[config.mk]
export PLATFORM = sky130hd
export DESIGN_NAME = vga_timing_gen
export DESIGN_NICKNAME = d
export VERILOG_FILES = /design/src/rtl/vga_timing_gen.sv
export SDC_FILE = /design/constraint.sdc
export NUM_CORES = 1
export LEC_CHECK = 0
export CAP_MARGIN = 20
export CORE_MARGIN = 10
export CORE_UTILIZATION = 25
export CTS_CLUSTER_DIAMETER = 100
export DETAILED_ROUTE_END_ITERATION = 8
export HOLD_SLACK_MARGIN = 0.03
export PLACE_DENSITY = 0.5
export SLEW_MARGIN = 20
export SYNTH_ARGS = -nofsm -noshare
export SYNTH_HDL_FRONTEND = slang
export SYNTH_SLANG_ARGS = --single-unit
[constraint.sdc]
create_clock -name vclk -period 3.32 [get_ports vclk]
set_clock_uncertainty 0.15 [all_clocks]
set_input_delay 0.83 -clock vclk [delete_from_list [all_inputs] [get_ports vclk]]
set_output_delay 0.83 -clock vclk [all_outputs]
set_load 0.01 [all_outputs]
[src/rtl/vga_timing_gen.sv]
// Parametrised VGA raster timing: counters, line/frame strobes, freezable game tick, delay-aligned sync/DE/RGB.
// Sync, DE and RGB lag the counters by PIPE+1 cycles to absorb the caller's pixel path; free-running, no backpressure.
module vga_timing_gen #(
  parameter int H_ACTIVE    = 800,
  parameter int H_FP        = 56,
  parameter int H_SYNC      = 120,
  parameter int H_BP        = 64,
  parameter int V_ACTIVE    = 600,
  parameter int V_FP        = 37,
  parameter int V_SYNC      = 6,
  parameter int V_BP        = 23,
  parameter bit HS_POL      = 1'b1,
  parameter bit VS_POL      = 1'b1,
  parameter int PIPE        = 1,
  parameter int TICK_FRAMES = 36,
  parameter int HW          = 11,
  parameter int VW          = 10
) (
  input  logic          vclk,
  input  logic          rst,
  input  logic          frz,
  input  logic [7:0]    pixel_in,
  output logic [HW-1:0] hcount,
  output logic [VW-1:0] vcount,
  output logic          line_start,
  output logic          frame_start,
  output logic          tick,
  output logic          hsync,
  output logic          vsync,
  output logic          de,
  output logic [2:0]    VGA_R,
  output logic [2:0]    VGA_G,
  output logic [1:0]    VGA_B
);

  localparam int H_TOTAL  = H_ACTIVE + H_FP + H_SYNC + H_BP;
  localparam int V_TOTAL  = V_ACTIVE + V_FP + V_SYNC + V_BP;
  localparam int HS_START = H_ACTIVE + H_FP;
  localparam int HS_END   = HS_START + H_SYNC;
  localparam int VS_START = V_ACTIVE + V_FP;
  localparam int VS_END   = VS_START + V_SYNC;
  localparam int DW       = (TICK_FRAMES > 1) ? $clog2(TICK_FRAMES) : 1;

  if (H_TOTAL > (1 << HW)) begin : g_bad_hw
    $error("vga_timing_gen: H_TOTAL does not fit in HW bits");
  end
  if (V_TOTAL > (1 << VW)) begin : g_bad_vw
    $error("vga_timing_gen: V_TOTAL does not fit in VW bits");
  end
  if (PIPE < 0 || PIPE > 7) begin : g_bad_pipe
    $error("vga_timing_gen: PIPE must be within 0..7");
  end
  if (TICK_FRAMES < 1) begin : g_bad_tick
    $error("vga_timing_gen: TICK_FRAMES must be at least 1");
  end

  logic [31:0]   h_ext;
  logic [31:0]   v_ext;
  logic          h_wrap;
  logic          v_wrap;
  logic          act;
  logic          hs_raw;
  logic          vs_raw;
  logic [PIPE:0] hs_pipe;
  logic [PIPE:0] vs_pipe;
  logic [PIPE:0] de_pipe;
  logic [7:0]    pix_q;
  logic [DW-1:0] div_q;
  logic          div_hit;

  assign h_ext  = 32'(hcount);
  assign v_ext  = 32'(vcount);
  assign h_wrap = (h_ext == H_TOTAL - 1);
  assign v_wrap = (v_ext == V_TOTAL - 1);

  always_ff @(posedge vclk) begin
    if (rst) begin
      hcount <= '0;
      vcount <= '0;
    end else begin
      hcount <= h_wrap ? '0 : hcount + HW'(1);
      if (h_wrap) begin
        vcount <= v_wrap ? '0 : vcount + VW'(1);
      end
    end
  end

  assign act    = (h_ext < H_ACTIVE) && (v_ext < V_ACTIVE);
  assign hs_raw = (h_ext >= HS_START) && (h_ext < HS_END);
  assign vs_raw = (v_ext >= VS_START) && (v_ext < VS_END);

  // Strobes are masked during reset so nothing downstream sees a phantom frame start.
  assign line_start  = !rst && (hcount == '0);
  assign frame_start = line_start && (vcount == '0);

  assign div_hit = (div_q == DW'(TICK_FRAMES - 1));
  assign tick    = frame_start && !frz && div_hit;

  always_ff @(posedge vclk) begin
    if (rst) begin
      div_q <= '0;
    end else if (frame_start && !frz) begin
      div_q <= div_hit ? '0 : div_q + DW'(1);
    end
  end

  // Pipeline stores "asserted" flags; polarity is applied only at the output.
  always_ff @(posedge vclk) begin
    if (rst) begin
      hs_pipe <= '0;
      vs_pipe <= '0;
      de_pipe <= '0;
      pix_q   <= '0;
    end else begin
      hs_pipe[0] <= hs_raw;
      vs_pipe[0] <= vs_raw;
      de_pipe[0] <= act;
      for (int i = 1; i <= PIPE; i++) begin
        hs_pipe[i] <= hs_pipe[i-1];
        vs_pipe[i] <= vs_pipe[i-1];
        de_pipe[i] <= de_pipe[i-1];
      end
      pix_q <= pixel_in;
    end
  end

  assign hsync = hs_pipe[PIPE] ? HS_POL : ~HS_POL;
  assign vsync = vs_pipe[PIPE] ? VS_POL : ~VS_POL;
  assign de    = de_pipe[PIPE];
  assign VGA_R = de ? pix_q[7:5] : 3'd0;
  assign VGA_G = de ? pix_q[4:2] : 3'd0;
  assign VGA_B = de ? pix_q[1:0] : 2'd0;

endmodule

==> impl_metrics.py <==
metrics = {
    "status": {
        "status": "finished clean",
    },
    "worst_setup_path": {
        "critPathSlowestCell": "or4_4",
        "crit_fanout": 4,
        "arrival_ps": 2160,
        "cp-endpoint": "tick",
        "path_cells": "clkbuf_2 -> or4b_1 -> or4_4 -> nor3_2 -> buf_2",
        "timing.reg2reg.setup_slack_ps": 910,
        "worst-path-buf-inv": 2,
        "critPathRequiredTime_ps": 2340,
        "end_kind": "primary output",
        "critical_path.top_delay_family": "simple AND/OR/NAND/NOR gates",
        "critPathKind": "in2out",
        "crit_start": "rst",
        "cpPeakStageDelay_ps": 470,
        "cp.depth": 5,
        "r2r_start": "hcount[0]$_SDFF_PP0_",
        "r2r_cells": 7,
        "timing.rr.end": "div_q[4]$_SDFFE_PP0P_",
        "cp-start-kind": "input pin",
    },
    "timing": {
        "rsz0062_at_grt": "false",
        "worst_pin_slew_ps": 696.6,
        "fin_tns_setup_ps": 0,
        "final_max_slew_viol_count": 0,
        "timing.fmax_mhz": 318.9,
        "min_period_ps": 3136,
        "setup_viol": 0,
        "hold_viol_final": 0,
        "fin_crit_sh_pct": 94.45,
        "relSlewSlack_pct": 53.13,
    },
    "clock_network": {
        "tritoncts": "built",
        "numClockSinks": 41,
        "clkTransAtPathRegs_ps": 80,
        "htree_num_levels": 2,
        "cts.path.max_buffers": 2,
        "cts_root_buf": "clkbuf_8",
        "cts_setup_buffers": 0,
        "cts_made_buffers": 5,
        "clk_latency_ps": 290,
        "postCtsHoldBufs": 0,
    },
    "synthesis": {
        "synth-seq-cells": 41,
        "synth_edf_count": 0,
        "synth_cell_types": 42,
        "syn_avg_cell_area_um2": 8.663,
        "netlist_area_um2": 1932,
        "syn_nets": 241,
        "synthArstFlopShare_pct": 0,
        "ys.flop_type": "dfxtp_1",
        "ys_seq_area_share_pct": 42.49,
        "syn_inst": 223,
        "yosysWarnings": 0,
    },
    "global_routing": {
        "grt_overflow": 0,
        "grt_antenna_before_repair": 0,
        "track_usage_pct": 8.779,
        "grt_pass1_vias": 1659,
        "grt_max_degree": 28,
        "grt_pass1_wl_um": 8321,
    },
    "floorplan": {
        "core_um2": 7370,
        "io-pin-count": 46,
        "floorplan.die.height_um": 107.9,
        "initial_core_util_pct": 26.21,
        "fp.dieW_um": 107.9,
        "dieArea_um2": 11640,
        "rows": 31,
    },
    "worst_hold_path": {
        "hp-class": "reg2reg",
        "holdPathStages": 1,
    },
    "route": {
        "drcViolationCount": 0,
        "totalWireLength_um": 5122,
        "drt_first_pass_iters": 4,
        "ant_nets": 0,
        "vias_per_cell": 4.526,
        "vias": 1747,
        "post_drt_wl_per_cell_um": 13.27,
        "drtIter0Drc": 65,
    },
    "cells_and_area": {
        "num_antenna_cells": 0,
        "fin_nets": 304,
        "num-fill-cells": 778,
        "fin_util_pct": 36.74,
        "drive_gt1_share_pct": 14.29,
        "final_area_um2": 2708,
        "syn_to_final_growth_pct": 40.16,
    },
    "place": {
        "dpl_cell_area_um2": 2624,
        "dp_hpwl_um": 3899,
        "io_buffers": 45,
        "gp_congestion": 0.7884,
    },
    "pwr": {
        "vdd_drop_max_uv": 124.3,
        "p_per_area_nw_per_um2": 338.1,
        "p_leak_nw": 0.9835,
        "power_mw": 0.9153,
    },
    "run": {
        "max_cap_viol_count": 0,
    },
}
[where the power goes]
group	total, mW	leakage (nW)	internal (mW)	switching (mW)
Combinational	0.0871	0.606	0.0482	0.0389
Sequential	0.506	0.334	0.502	0.00431
Clock	0.322	0.0439	0.145	0.177
Total	0.915	0.983	0.695	0.220
[area by class of cell]
| type | instances | area [um^2] | share of cell area [%] |
|---|---|---|---|
| clock buffer | 5 | 68.82 | 2.542 |
| timing repair buffer | 70 | 628.1 | 23.20 |
| inverter | 12 | 47.55 | 1.756 |
| sequential | 41 | 820.8 | 30.31 |
| tap | 99 | 123.9 | 4.575 |
| clock inverter | 3 | 17.52 | 0.6469 |
| multi-input combinational | 156 | 1001 | 36.97 |
[registers in the layout, indices dropped and copies added (netlist names)]
name     count
de_pipe      2
hs_pipe      2
div_q        6
vcount      10
pix_q        8
hcount      11
vs_pipe      2
[kinds of logic (layout without fill, tap and decap cells)]
family                   after synthesis  in the layout  synth area share, %
multiplexers                           3              3                1.619
AO/OA/AOI/OAI                         28             28                9.910
AND/OR/NAND/NOR                      105            105                29.60
XOR/XNOR                              13             13                5.894
adder cells (fa/ha/maj)                7              7                4.533
buffers and inverters                 26             90                5.958
flip-flops                            41             41                42.49
[synth_stat cells, types with 2 or more instances]
library cell	n	area, um^2
nor2b_1	12	75.07
o31ai_1	2	15.01
nor2_1	27	101.4
xnor2_1	11	96.34
clkbuf_1	10	37.54
and2_1	9	56.30
nor3_1	7	35.03
a311oi_1	2	17.52
nand2b_1	2	12.51
dfxtp_1	41	820.8
nand4_1	4	25.02
a21oi_1	9	45.04
a311o_1	2	20.02
nand2_1	9	33.78
ha_1	7	87.58
nand4b_1	2	17.52
mux2i_1	2	20.02
nor4_1	10	62.56
inv_1	11	41.29
xor2_1	2	17.52
buf_6	2	22.52
a31oi_1	3	18.77
nand3_1	11	55.05
or3_1	3	18.77
a41o_1	2	20.02
or4b_1	2	20.02
o21ai_0	4	20.02
[routing by layer]
layer,up-vias,wire (um),track usage (%)
met2,47,2268,12.97
met1,789,2477,11.87
met4,0,12,1.431
li1,909,-,-
met3,2,363,3.533
met5,-,0,0
[layout by cell type (no fill, tap or decap), types with 2 or more instances in the layout]
cell type / instances
dfxtp_1: 41
clkdlybuf4s50_1: 41
nor2_1: 27
buf_4: 24
nor2b_1: 12
inv_1: 11
nand3_1: 11
xnor2_1: 11
nor4_1: 10
and2_1: 9
nand2_1: 9
a21oi_1: 9
ha_1: 7
nor3_1: 6
clkbuf_8: 5
nand4_1: 4
o21ai_0: 4
or3_1: 3
a31oi_1: 3
or4b_1: 2
nand4b_1: 2
nand2b_1: 2
a41o_1: 2
a311o_1: 2
a311oi_1: 2
xor2_1: 2
mux2i_1: 2
o31ai_1: 2
clkinv_2: 2
buf_2: 2
buf_6: 2
[repair_timing]
action | in CTS | in global routing
setup endpoints to repair | 3 | 3
gates resized for setup | 19 | 1
pin swaps | 3 | 3
[worst min path at each step]
stage	end	slack, ps	start
3_3_place_gp	vs_pipe[1]$_SDFF_PP0_	270	vs_pipe[0]$_SDFF_PP0_
5_1_grt	hs_pipe[1]$_SDFF_PP0_	320	hs_pipe[0]$_SDFF_PP0_
6_report	hs_pipe[1]$_SDFF_PP0_	300	hs_pipe[0]$_SDFF_PP0_
2_1_floorplan	de_pipe[1]$_SDFF_PP0_	260	de_pipe[0]$_SDFF_PP0_
4_1_cts	hs_pipe[1]$_SDFF_PP0_	300	hs_pipe[0]$_SDFF_PP0_
3_5_place_dp	hs_pipe[1]$_SDFF_PP0_	280	hs_pipe[0]$_SDFF_PP0_
[stage by stage]
stage	std cells	hold slack (ps)	setup slack, ps
finish	386	303.1	184.4
global route	386	317.1	99.97
CTS	386	303.3	12.02
detailed placement	378	281.3	-631.5
global placement	378	273.9	-611.5
floorplan	223	263.8	15.94
(Power assumes the default switching activity.)
